`src/rtl/cmp_seq_arb_if.sv`:
```
// rtl/cmp_seq_arb_if.sv - request/response bundle for the shared compare engine (req_signed present under CMP_SIGNED_EN)
interface cmp_seq_arb_if #(
  parameter int NREQ  = 4,
  parameter int WIDTH = 16
);
  localparam int IDW = (NREQ > 1) ? $clog2(NREQ) : 1;

  logic [NREQ-1:0]       req_valid;
  logic [NREQ-1:0]       req_ready;
  logic [NREQ*WIDTH-1:0] req_a;
  logic [NREQ*WIDTH-1:0] req_b;
`ifdef CMP_SIGNED_EN
  logic [NREQ-1:0]       req_signed;
`endif
  logic                  rsp_valid;
  logic                  rsp_ready;
  logic [IDW-1:0]        rsp_id;
  logic                  rsp_eq;
  logic                  rsp_gt;
  logic                  rsp_lt;
  logic                  busy;

  // Requester/consumer side
  modport master (
`ifdef CMP_SIGNED_EN
    output req_signed,
`endif
    output req_valid, req_a, req_b, rsp_ready,
    input  req_ready, rsp_valid, rsp_id, rsp_eq, rsp_gt, rsp_lt, busy
  );

  // Compare engine side
  modport slave (
`ifdef CMP_SIGNED_EN
    input  req_signed,
`endif
    input  req_valid, req_a, req_b, rsp_ready,
    output req_ready, rsp_valid, rsp_id, rsp_eq, rsp_gt, rsp_lt, busy
  );
endinterface

```
`src/rtl/cmp_seq_arb.sv`:
```
// rtl/cmp_seq_arb.sv - round-robin shared slice-serial magnitude comparator (optional signed mode: CMP_SIGNED_EN)
module cmp_seq_arb #(
  parameter int NREQ  = 4,
  parameter int WIDTH = 16,
  parameter int SLICE = 4
) (
  input  logic          clk,
  input  logic          rst,
  cmp_seq_arb_if.slave  bus
);
  localparam int NSLICE = WIDTH / SLICE;
  localparam int IDW    = (NREQ > 1) ? $clog2(NREQ) : 1;
  localparam int IDXW   = (NSLICE > 1) ? $clog2(NSLICE) : 1;
  localparam logic [IDXW-1:0] LAST_IDX = IDXW'(NSLICE - 1);
  localparam logic [IDW-1:0]  LAST_ID  = IDW'(NREQ - 1);

  typedef enum logic [1:0] {
    IDLE = 2'd0,
    CMP  = 2'd1,
    DONE = 2'd2
  } state_t;

  state_t           r_state;
  state_t           w_next;
  logic [IDW-1:0]   r_rr_ptr;
  logic [IDW-1:0]   r_id;
  logic [IDXW-1:0]  r_idx;
  logic [WIDTH-1:0] r_a;
  logic [WIDTH-1:0] r_b;
  logic             r_eq;
  logic             r_gt;
  logic             r_lt;
`ifdef CMP_SIGNED_EN
  logic             r_signed;
`endif

  logic             w_gnt_found;
  logic [IDW-1:0]   w_gnt_id;
  logic [NREQ-1:0]  w_gnt_oh;
  logic             w_accept;
  logic [SLICE-1:0] w_sa;
  logic [SLICE-1:0] w_sb;
  logic             w_sgt;
  logic             w_slt;
  logic             w_rsp_fire;

  // Index of the requester 'offs' positions after 'base', wrapping at NREQ
  function automatic logic [IDW-1:0] rr_index(input logic [IDW-1:0] base, input int offs);
    int s;
    s = int'(base) + offs;
    if (s >= NREQ) s = s - NREQ;
    return IDW'(s);
  endfunction

  // Round-robin search: scanning from the far end down makes the nearest valid requester win
  always_comb begin
    w_gnt_found = 1'b0;
    w_gnt_id    = '0;
    for (int k = NREQ - 1; k >= 0; k--) begin
      if (bus.req_valid[rr_index(r_rr_ptr, k)]) begin
        w_gnt_found = 1'b1;
        w_gnt_id    = rr_index(r_rr_ptr, k);
      end
    end
  end

  // Grant strobe only while idle; held low during reset so no handshake can complete then
  always_comb begin
    w_gnt_oh = '0;
    if (r_state == IDLE && w_gnt_found && !rst) w_gnt_oh[w_gnt_id] = 1'b1;
  end

  assign w_accept   = |w_gnt_oh;
  assign w_rsp_fire = (r_state == DONE) && bus.rsp_ready;

  // Current slice of the captured operands; signed mode flips the sign bits of the top slice
  always_comb begin
    w_sa = r_a[r_idx*SLICE +: SLICE];
    w_sb = r_b[r_idx*SLICE +: SLICE];
`ifdef CMP_SIGNED_EN
    if (r_signed && r_idx == LAST_IDX) begin
      w_sa[SLICE-1] = ~w_sa[SLICE-1];
      w_sb[SLICE-1] = ~w_sb[SLICE-1];
    end
`endif
    w_sgt = (w_sa > w_sb);
    w_slt = (w_sa < w_sb);
  end

  // State register
  always_ff @(posedge clk or posedge rst) begin
    if (rst) r_state <= IDLE;
    else     r_state <= w_next;
  end

  // Next-state logic: exit CMP on first unequal slice or after the last slice
  always_comb begin
    w_next = r_state;
    case (r_state)
      IDLE: if (w_accept) w_next = CMP;
      CMP:  if (w_sgt || w_slt || r_idx == '0) w_next = DONE;
      DONE: if (bus.rsp_ready) w_next = IDLE;
      default: w_next = IDLE;
    endcase
  end

  // Operand capture, slice walk, result flags and round-robin pointer update
  always_ff @(posedge clk or posedge rst) begin
    if (rst) begin
      r_rr_ptr <= '0;
      r_id     <= '0;
      r_idx    <= '0;
      r_a      <= '0;
      r_b      <= '0;
      r_eq     <= 1'b0;
      r_gt     <= 1'b0;
      r_lt     <= 1'b0;
`ifdef CMP_SIGNED_EN
      r_signed <= 1'b0;
`endif
    end else begin
      if (r_state == IDLE && w_accept) begin
        r_a   <= bus.req_a[w_gnt_id*WIDTH +: WIDTH];
        r_b   <= bus.req_b[w_gnt_id*WIDTH +: WIDTH];
        r_id  <= w_gnt_id;
        r_idx <= LAST_IDX;
`ifdef CMP_SIGNED_EN
        r_signed <= bus.req_signed[w_gnt_id];
`endif
      end
      if (r_state == CMP) begin
        if (w_sgt) begin
          r_gt <= 1'b1;
          r_lt <= 1'b0;
          r_eq <= 1'b0;
        end else if (w_slt) begin
          r_gt <= 1'b0;
          r_lt <= 1'b1;
          r_eq <= 1'b0;
        end else if (r_idx == '0) begin
          r_gt <= 1'b0;
          r_lt <= 1'b0;
          r_eq <= 1'b1;
        end else begin
          r_idx <= r_idx - IDXW'(1);
        end
      end
      if (w_rsp_fire) r_rr_ptr <= (r_id == LAST_ID) ? '0 : r_id + IDW'(1);
    end
  end

  assign bus.req_ready = w_gnt_oh;
  assign bus.rsp_valid = (r_state == DONE);
  assign bus.rsp_id    = r_id;
  assign bus.rsp_eq    = r_eq;
  assign bus.rsp_gt    = r_gt;
  assign bus.rsp_lt    = r_lt;
  assign bus.busy      = (r_state != IDLE);
endmodule

```
`src/flat_wrapper.sv`:
```
// flat-port wrapper written by rule: the top's interface ports become plain ports
module cmp_seq_arb_flat 
#(
  parameter int NREQ  = 4,
  parameter int WIDTH = 16,
  parameter int SLICE = 4
)
  (clk, rst, bus_req_valid, bus_req_a, bus_req_b, bus_rsp_ready, bus_req_ready, bus_rsp_valid, bus_rsp_id, bus_rsp_eq, bus_rsp_gt, bus_rsp_lt, bus_busy);
  cmp_seq_arb_if #(.NREQ(NREQ), .WIDTH(WIDTH)) bus_i ();
  input  logic clk;
  input  logic rst;
  input wire logic [$bits(bus_i.req_valid)-1:0] bus_req_valid;
  input wire logic [$bits(bus_i.req_a)-1:0] bus_req_a;
  input wire logic [$bits(bus_i.req_b)-1:0] bus_req_b;
  input wire logic [$bits(bus_i.rsp_ready)-1:0] bus_rsp_ready;
  output wire logic [$bits(bus_i.req_ready)-1:0] bus_req_ready;
  output wire logic [$bits(bus_i.rsp_valid)-1:0] bus_rsp_valid;
  output wire logic [$bits(bus_i.rsp_id)-1:0] bus_rsp_id;
  output wire logic [$bits(bus_i.rsp_eq)-1:0] bus_rsp_eq;
  output wire logic [$bits(bus_i.rsp_gt)-1:0] bus_rsp_gt;
  output wire logic [$bits(bus_i.rsp_lt)-1:0] bus_rsp_lt;
  output wire logic [$bits(bus_i.busy)-1:0] bus_busy;
  assign bus_i.req_valid = bus_req_valid;
  assign bus_i.req_a = bus_req_a;
  assign bus_i.req_b = bus_req_b;
  assign bus_i.rsp_ready = bus_rsp_ready;
  assign bus_req_ready = bus_i.req_ready;
  assign bus_rsp_valid = bus_i.rsp_valid;
  assign bus_rsp_id = bus_i.rsp_id;
  assign bus_rsp_eq = bus_i.rsp_eq;
  assign bus_rsp_gt = bus_i.rsp_gt;
  assign bus_rsp_lt = bus_i.rsp_lt;
  assign bus_busy = bus_i.busy;
  cmp_seq_arb #(.NREQ(NREQ), .WIDTH(WIDTH), .SLICE(SLICE)) u_core (.clk(clk), .rst(rst), .bus(bus_i));
endmodule
```
`config.mk`:
```
export PLATFORM = sky130hd
export DESIGN_NAME = cmp_seq_arb_flat
export DESIGN_NICKNAME = d
export VERILOG_FILES = /design/src/rtl/cmp_seq_arb_if.sv /design/src/rtl/cmp_seq_arb.sv /design/src/flat_wrapper.sv
export SDC_FILE = /design/constraint.sdc
export NUM_CORES = 1
export LEC_CHECK = 0
export BUFFER_PORTS_ARGS = -buffer_cell sky130_fd_sc_hd__buf_2
export CORE_MARGIN = 3
export CORE_UTILIZATION = 51
export CTS_CLUSTER_SIZE = 40
export DETAILED_ROUTE_END_ITERATION = 8
export PLACE_DENSITY = 0.87
export RECOVER_POWER = 100
export SETUP_SLACK_MARGIN = 0.5
export SLEW_MARGIN = 20
export SYNTH_ARGS = -nofsm -noshare
export SYNTH_HDL_FRONTEND = slang
export SYNTH_SLANG_ARGS = --single-unit
```
`constraint.sdc`:
```
create_clock -name clk -period 5 [get_ports clk]
set_input_delay 0.75 -clock clk [delete_from_list [all_inputs] [get_ports clk]]
set_output_delay 0.75 -clock clk [all_outputs]
set_load 0.01 [all_outputs]
```
==> flow_summary.json, run 1 <==
{
  "area_delta_synth_final_pct": 20.4,
  "power_density_nw_per_um2": 489,
  "cpMostUsedCell": "clkbuf_1",
  "grt_pass1_vias": 2760,
  "syn_nets": 406,
  "rows": 27,
  "final_nets": 541,
  "r2r_setup_slack_ps": 2250,
  "fp.dieW_um": 83.2,
  "r2r_cells": 7,
  "critPathMaxFanout": 36,
  "p_leak_nw": 1.96,
  "arrival_ps": 2250,
  "setup_viol": 0,
  "synth_top_cell_area_share_pct": 35.4,
  "cp.depth": 6,
  "required_ps": 4250,
  "via_count": 2644,
  "critPathBufInv": 3,
  "design_area_sq_um": 3660,
  "clockBufferDepth": 2,
  "port_buffers": 145,
  "rsz0062_at_grt": "no",
  "synth_warnings": 0,
  "hp-start": "u_core.r_a[8]",
  "global_route.overflow_total": 0,
  "drive_gt1_share_pct": 39.3,
  "critPathTopFamily": "buffers and inverters",
  "yosysTopAreaCell": "dfrtp_1",
  "wl_um": 7620,
  "core_area_sq_um": 5640,
  "initial_core_util_pct": 53.9,
  "min_to": "u_core.r_a[8]",
  "worstMarginPinSlew_ps": 1560,
  "cpPeakStageDelay_ps": 480,
  "seq_area_frac_synth_pct": 35.4,
  "clkLatencyLatePin_ps": 290,
  "firstDrtPassIters": 4,
  "ioPinCount": 146,
  "hold_viol_final": 0,
  "fin_crit_ps": 3000,
  "crit_type": "input pin to output pin",
  "drc_errors": 0,
  "final_util_pct": 64.8,
  "viasPerCell": 5.58,
  "cts.reportedPaths.clkPinSlew_ps": 80,
  "fin_skew_ps": 9.63,
  "num_antenna_cells": 0,
  "crit_path_top_delay_cell": "buf_4",
  "slew_violations": 44,
  "numCtsBuffers": 5,
  "start_kind": "input pin",
  "cts_max_level": 2,
  "fin_crit_sh_pct": 60.1,
  "setup-tns-final_ps": 0,
  "place_congestion": 0.783,
  "slew_headroom_pct": -4.22,
  "cts.repair.resized": 0,
  "crit_path_cell_trace": "clkbuf_1, or3b_1, o221ai_4, buf_4, nor2b_1, clkbuf_1",
  "timing.hold.ws_ps": 494,
  "hold_depth": 2,
  "grt_pass1_wl_um": 12900,
  "grt_start_max_net_pins": 44,
  "worst_setup_path_end_kind": "output pin",
  "die-area_sq_um": 6920,
  "cts-root-buf": "clkbuf_8",
  "synth_cell_types": 37,
  "cts_hold_buf": 0,
  "syn_area_sq_um": 3040,
  "hpwlAfterDp_um": 5930,
  "fmax_mhz": 333,
  "antenna_found_initial": 0,
  "die_y_um": 83.2,
  "dpl_cell_area_sq_um": 3770,
  "avgSynthCellArea_sq_um": 11.4,
  "cts_tree": "built",
  "rr_startpoint": "u_core.r_idx[0]",
  "syn-instance-count": 266,
  "hp-class": "flop to flop",
  "cts_setup_buffers": 0,
  "violations": "capacitance limit, slew limit",
  "cap_violations": 1,
  "peakVddDrop_mv": 0.256,
  "track_usage_pct": 22.6,
  "r2r_end": "u_core.r_idx[0]",
  "synth.top_cells.by_area": "dfrtp_1 (35%), mux2i_1 (21%), o221ai_2 (14%)",
  "status": "finished, violations left",
  "clkSinkCount": 43,
  "drt_iter0_markers": 158,
  "ys_ff_latch": 43,
  "post_drt_wl_per_cell_um": 16.1,
  "ant_nets": 0
}
-- area by class of cell --
class | instances | area, sq um
flip-flops and latches | 43 | 1080
repair buffers | 150 | 749
fillers | 488 | 1980
clock inverters | 3 | 15.0
well taps | 72 | 90.1
multi-input cells | 192 | 1630
clock buffers | 5 | 68.8
inverters | 9 | 33.8
-- sequential cells by signal, summed over array words and instances (netlist names) --
register	flops
u_core.bus.rsp_gt	1
u_core.bus.rsp_eq	1
u_core.r_a	16
u_core.r_b	16
u_core.r_idx	2
u_core.bus.rsp_id	2
u_core.r_rr_ptr	2
u_core.bus.rsp_lt	1
u_core.r_state	2
-- layout by cell type, fill, tap and decap left out, types with 2 or more instances in the layout --
| cell | instances |
|---|---|
| buf_2 | 134 |
| mux2i_1 | 65 |
| ha_1 | 5 |
| nor2b_1 | 4 |
| nor2_1 | 5 |
| clkbuf_8 | 5 |
| mux4_2 | 8 |
| o21a_1 | 3 |
| a21oi_1 | 4 |
| clkbuf_1 | 11 |
| a22o_1 | 2 |
| nand2_1 | 37 |
| o21ai_0 | 4 |
| o211ai_1 | 2 |
| inv_1 | 9 |
| dfrtp_1 | 43 |
| buf_4 | 5 |
| clkinv_2 | 3 |
| o221ai_1 | 34 |
-- cells by family (layout without fill, tap and decap cells) --
group	count (synthesis)	in the layout	share of synthesized area, %
muxes	74	74	27.7
buffers and inverters	31	167	5.72
DFF	43	43	35.4
AOI/OAI and AO/OA	57	57	20.9
and+or+nand+nor	56	56	8.19
adders and majority gates	5	5	2.06
-- per-layer routing --
layer	up-vias	part of all wire, %	global-route usage, %
met2	93	52	40.0
met3	6	7.1	4.07
met4	0	0.77	5.05
met5	-	0	0
li1	1291	-	-
met1	1254	40	28.6
-- synthesized netlist by cell type --
cell and count:
buf_6 4, o22ai_1 1, o22a_1 1, nor2b_1 4, nand4_1 1, dfrtp_1 43, a21boi_1 1, o21a_1 3
nor3_1 1, a21oi_1 4, nor4_1 1, o2111ai_1 1, buf_4 2, or2_4 1, nand2_1 38, mux4_2 8
o21ai_1 3, nor2_1 5, mux2_1 1, ha_1 5, or2_1 1, mux2i_1 65, buf_2 7, o21ai_0 2
or3b_1 1, o221ai_1 6, a22o_1 2, clkbuf_1 8, o31ai_1 1, inv_1 9, a2bb2oi_1 1, o211ai_1 2
and3_1 1, buf_8 1, and4_1 1, o221ai_2 29, or3_1 1
-- report_power, final --
part | switching, W | leakage [nW] | internal (W)
Combinational | 0.000483 | 1.38 | 0.000462
Sequential | 0.000127 | 0.526 | 0.000506
Clock | 0.000116 | 0.0477 | 0.0000957
-- how the worst max path moves through the flow --
stage / start / endpoint / slack (ps)
after floorplan: bus_req_valid[3] / bus_req_ready[3] / 2290
after global placement: bus_req_valid[1] / bus_req_ready[0] / 2070
after detailed placement: bus_req_valid[1] / bus_req_ready[0] / 2040
after CTS: bus_req_valid[1] / bus_req_ready[0] / 2040
after global routing: bus_req_valid[2] / bus_req_ready[2] / 1850
final: bus_req_valid[2] / bus_req_ready[2] / 2000
-- stage by stage --
step,setup slack [ps],total power (W),instances
6_report,2000,0.00179,474
5_1_grt,1850,0.00194,474
4_1_cts,2040,0.00191,474
3_5_place_dp,2040,0.00170,466
3_3_place_gp,2070,0.00165,466
2_1_floorplan,2290,0.00146,266
-- worst min-delay path: cells and delay by family (launching register included) --
family | cells | cell delay [ps]
AND/OR/NAND/NOR | 1 | 50
flip-flops | 1 | 350
AO/OA/AOI/OAI | 1 | 60
Power figures use the tool's default switching activity.
==> run 2, diff against run 1 <==
- CORE_UTILIZATION: 51 -> 47
- PLACE_DENSITY: 0.87 -> 0.81
- clock period: 5 -> 3 ns (I/O delays scaled with it)
==> flow_summary.json, run 2 (synthesis gave the netlist of run 1 again) <==
{
  "slew_headroom_pct": -4.91,
  "required_ps": 3100,
  "place_congestion": 0.829,
  "rows": 28,
  "status": "finished, violations left",
  "cts_tree": "built",
  "crit_path_cell_trace": "mux4_2, ha_1, nor2b_1, o21a_1, o21a_1, o211ai_1, o21ai_0",
  "r2r_cells": 7,
  "r2r_setup_slack_ps": 530,
  "wl_um": 7690,
  "grt_start_max_net_pins": 44,
  "worstMarginPinSlew_ps": 1570,
  "largestRegisters": "u_core.r_a (16), u_core.r_b (16)",
  "p_leak_nw": 1.96,
  "hpwlAfterDp_um": 6040,
  "grt_pass1_wl_um": 12400,
  "worst_setup_path_end_kind": "flop",
  "die_y_um": 86.4,
  "rr_startpoint": "u_core.r_idx[0]",
  "place_inst": 471,
  "clkLatencyLatePin_ps": 290,
  "num_antenna_cells": 0,
  "setup_viol": 0,
  "clockBufferDepth": 2,
  "antenna_found_initial": 0,
  "slew_violations": 44,
  "cpPeakStageDelay_ps": 540,
  "area_delta_synth_final_pct": 22.0,
  "critPathMaxFanout": 6,
  "fmax_mhz": 406,
  "fin_crit_ps": 2470,
  "rsz0062_at_grt": "no",
  "fin_crit_sh_pct": 82.2,
  "firstDrtPassIters": 4,
  "drc_errors": 0,
  "die-area_sq_um": 7470,
  "ant_nets": 0,
  "total_power_w": 0.00302,
  "ioPinCount": 146,
  "cap_violations": 1,
  "hp-start": "bus_rsp_ready",
  "global_route.overflow_total": 0,
  "core_area_sq_um": 6100,
  "drt_iter0_markers": 177,
  "r2r_end": "u_core.r_state[0]",
  "finalNonFillerCells": 480,
  "cts-root-buf": "clkbuf_8",
  "violations": "capacitance limit, slew limit",
  "cts_hold_buf": 0,
  "crit_type": "flop to flop",
  "drive_gt1_share_pct": 39.8,
  "peakVddDrop_mv": 0.467,
  "fin_skew_ps": 8.00,
  "crit_path_top_delay_cell": "mux4_2",
  "arrival_ps": 2560,
  "setup-tns-final_ps": 0,
  "critPathBufInv": 0,
  "clkSinkCount": 43,
  "post_drt_wl_per_cell_um": 16.0,
  "start_kind": "flop",
  "final_nets": 544,
  "power_density_nw_per_um2": 815,
  "final_common_cell": "buf_2",
  "port_buffers": 145,
  "critPathTopFamily": "compound AO/OA/AOI/OAI gates",
  "cpMostUsedCell": "o21a_1",
  "hp-class": "input pin to flop",
  "startpoint": "u_core.r_idx[0]",
  "viasPerCell": 5.51,
  "hold_viol_final": 0,
  "cp.depth": 7,
  "layout_common_cells": "buf_2 (132), mux2i_1 (65), dfrtp_1 (42)",
  "grt_pass1_vias": 2611,
  "track_usage_pct": 20.7,
  "endpoint": "u_core.r_state[0]",
  "initial_core_util_pct": 49.9,
  "numCtsBuffers": 5,
  "cts.reportedPaths.clkPinSlew_ps": 80,
  "cts_max_level": 2,
  "fp.dieW_um": 86.4,
  "via_count": 2646
}
==> run 2: how the worst min path moves through the flow <==
stage	to	depth (start not counted)	slack, ps
after floorplan	u_core.r_b[12]	2	450
after global placement	u_core.r_a[7]	2	480
after detailed placement	u_core.r_a[5]	2	480
after CTS	u_core.r_a[15]	2	390
after global routing	u_core.r_state[1]	3	470
final	u_core.r_state[1]	3	470
==> run 2: power breakdown <==
| part | switching (W) | internal (W) | leakage [nW] |
|---|---|---|---|
| Clock | 0.000185 | 0.000163 | 0.0412 |
| Combinational | 0.000830 | 0.000796 | 1.39 |
| Sequential | 0.000205 | 0.000845 | 0.526 |
| Total | 0.00122 | 0.00180 | 1.96 |
==> run 2: what timing repair did <==
item                       in CTS  in global routing
buffers inserted                0                  1
setup endpoints to repair       0                  4
resized for setup               0                  2
==> run 2: cell type report <==
class / instances / area, sq um
clock buffer: 6 / 72.6
timing repair buffer: 153 / 778
inverter: 9 / 33.8
multi-input combinational: 192 / 1640
sequential: 43 / 1080
clock inverter: 2 / 12.5
fill: 545 / 2390
tap: 75 / 93.8
==> run 2: routing by layer <==
layer | vias up | global-route usage (%) | share of wire [%]
met5 | - | 0 | 0
met4 | 0 | 4.53 | 1.2
met3 | 9 | 3.99 | 7.8
met2 | 110 | 34.8 | 50
met1 | 1235 | 27.8 | 41
li1 | 1292 | - | -
==> run 2: through the flow <==
stage                     hold WS, ps  setup WS, ps  cell area (sq um)  util [%]
after floorplan                   451           508               3040         -
after global placement            482           638               3800      62.3
after detailed placement          479           527               3800      62.3
after CTS                         388           518               3880      63.7
after global routing              474           383               3710      60.8
final                             473           535               3710      60.8
==> run 2: worst reg2reg max path, cell delays in order (launching register included) <==
cell and delay [ps]:
dfrtp_1 490, mux4_2 540, ha_1 330, nor2b_1 140
o21a_1 160, o21a_1 230, o211ai_1 290, o21ai_0 110
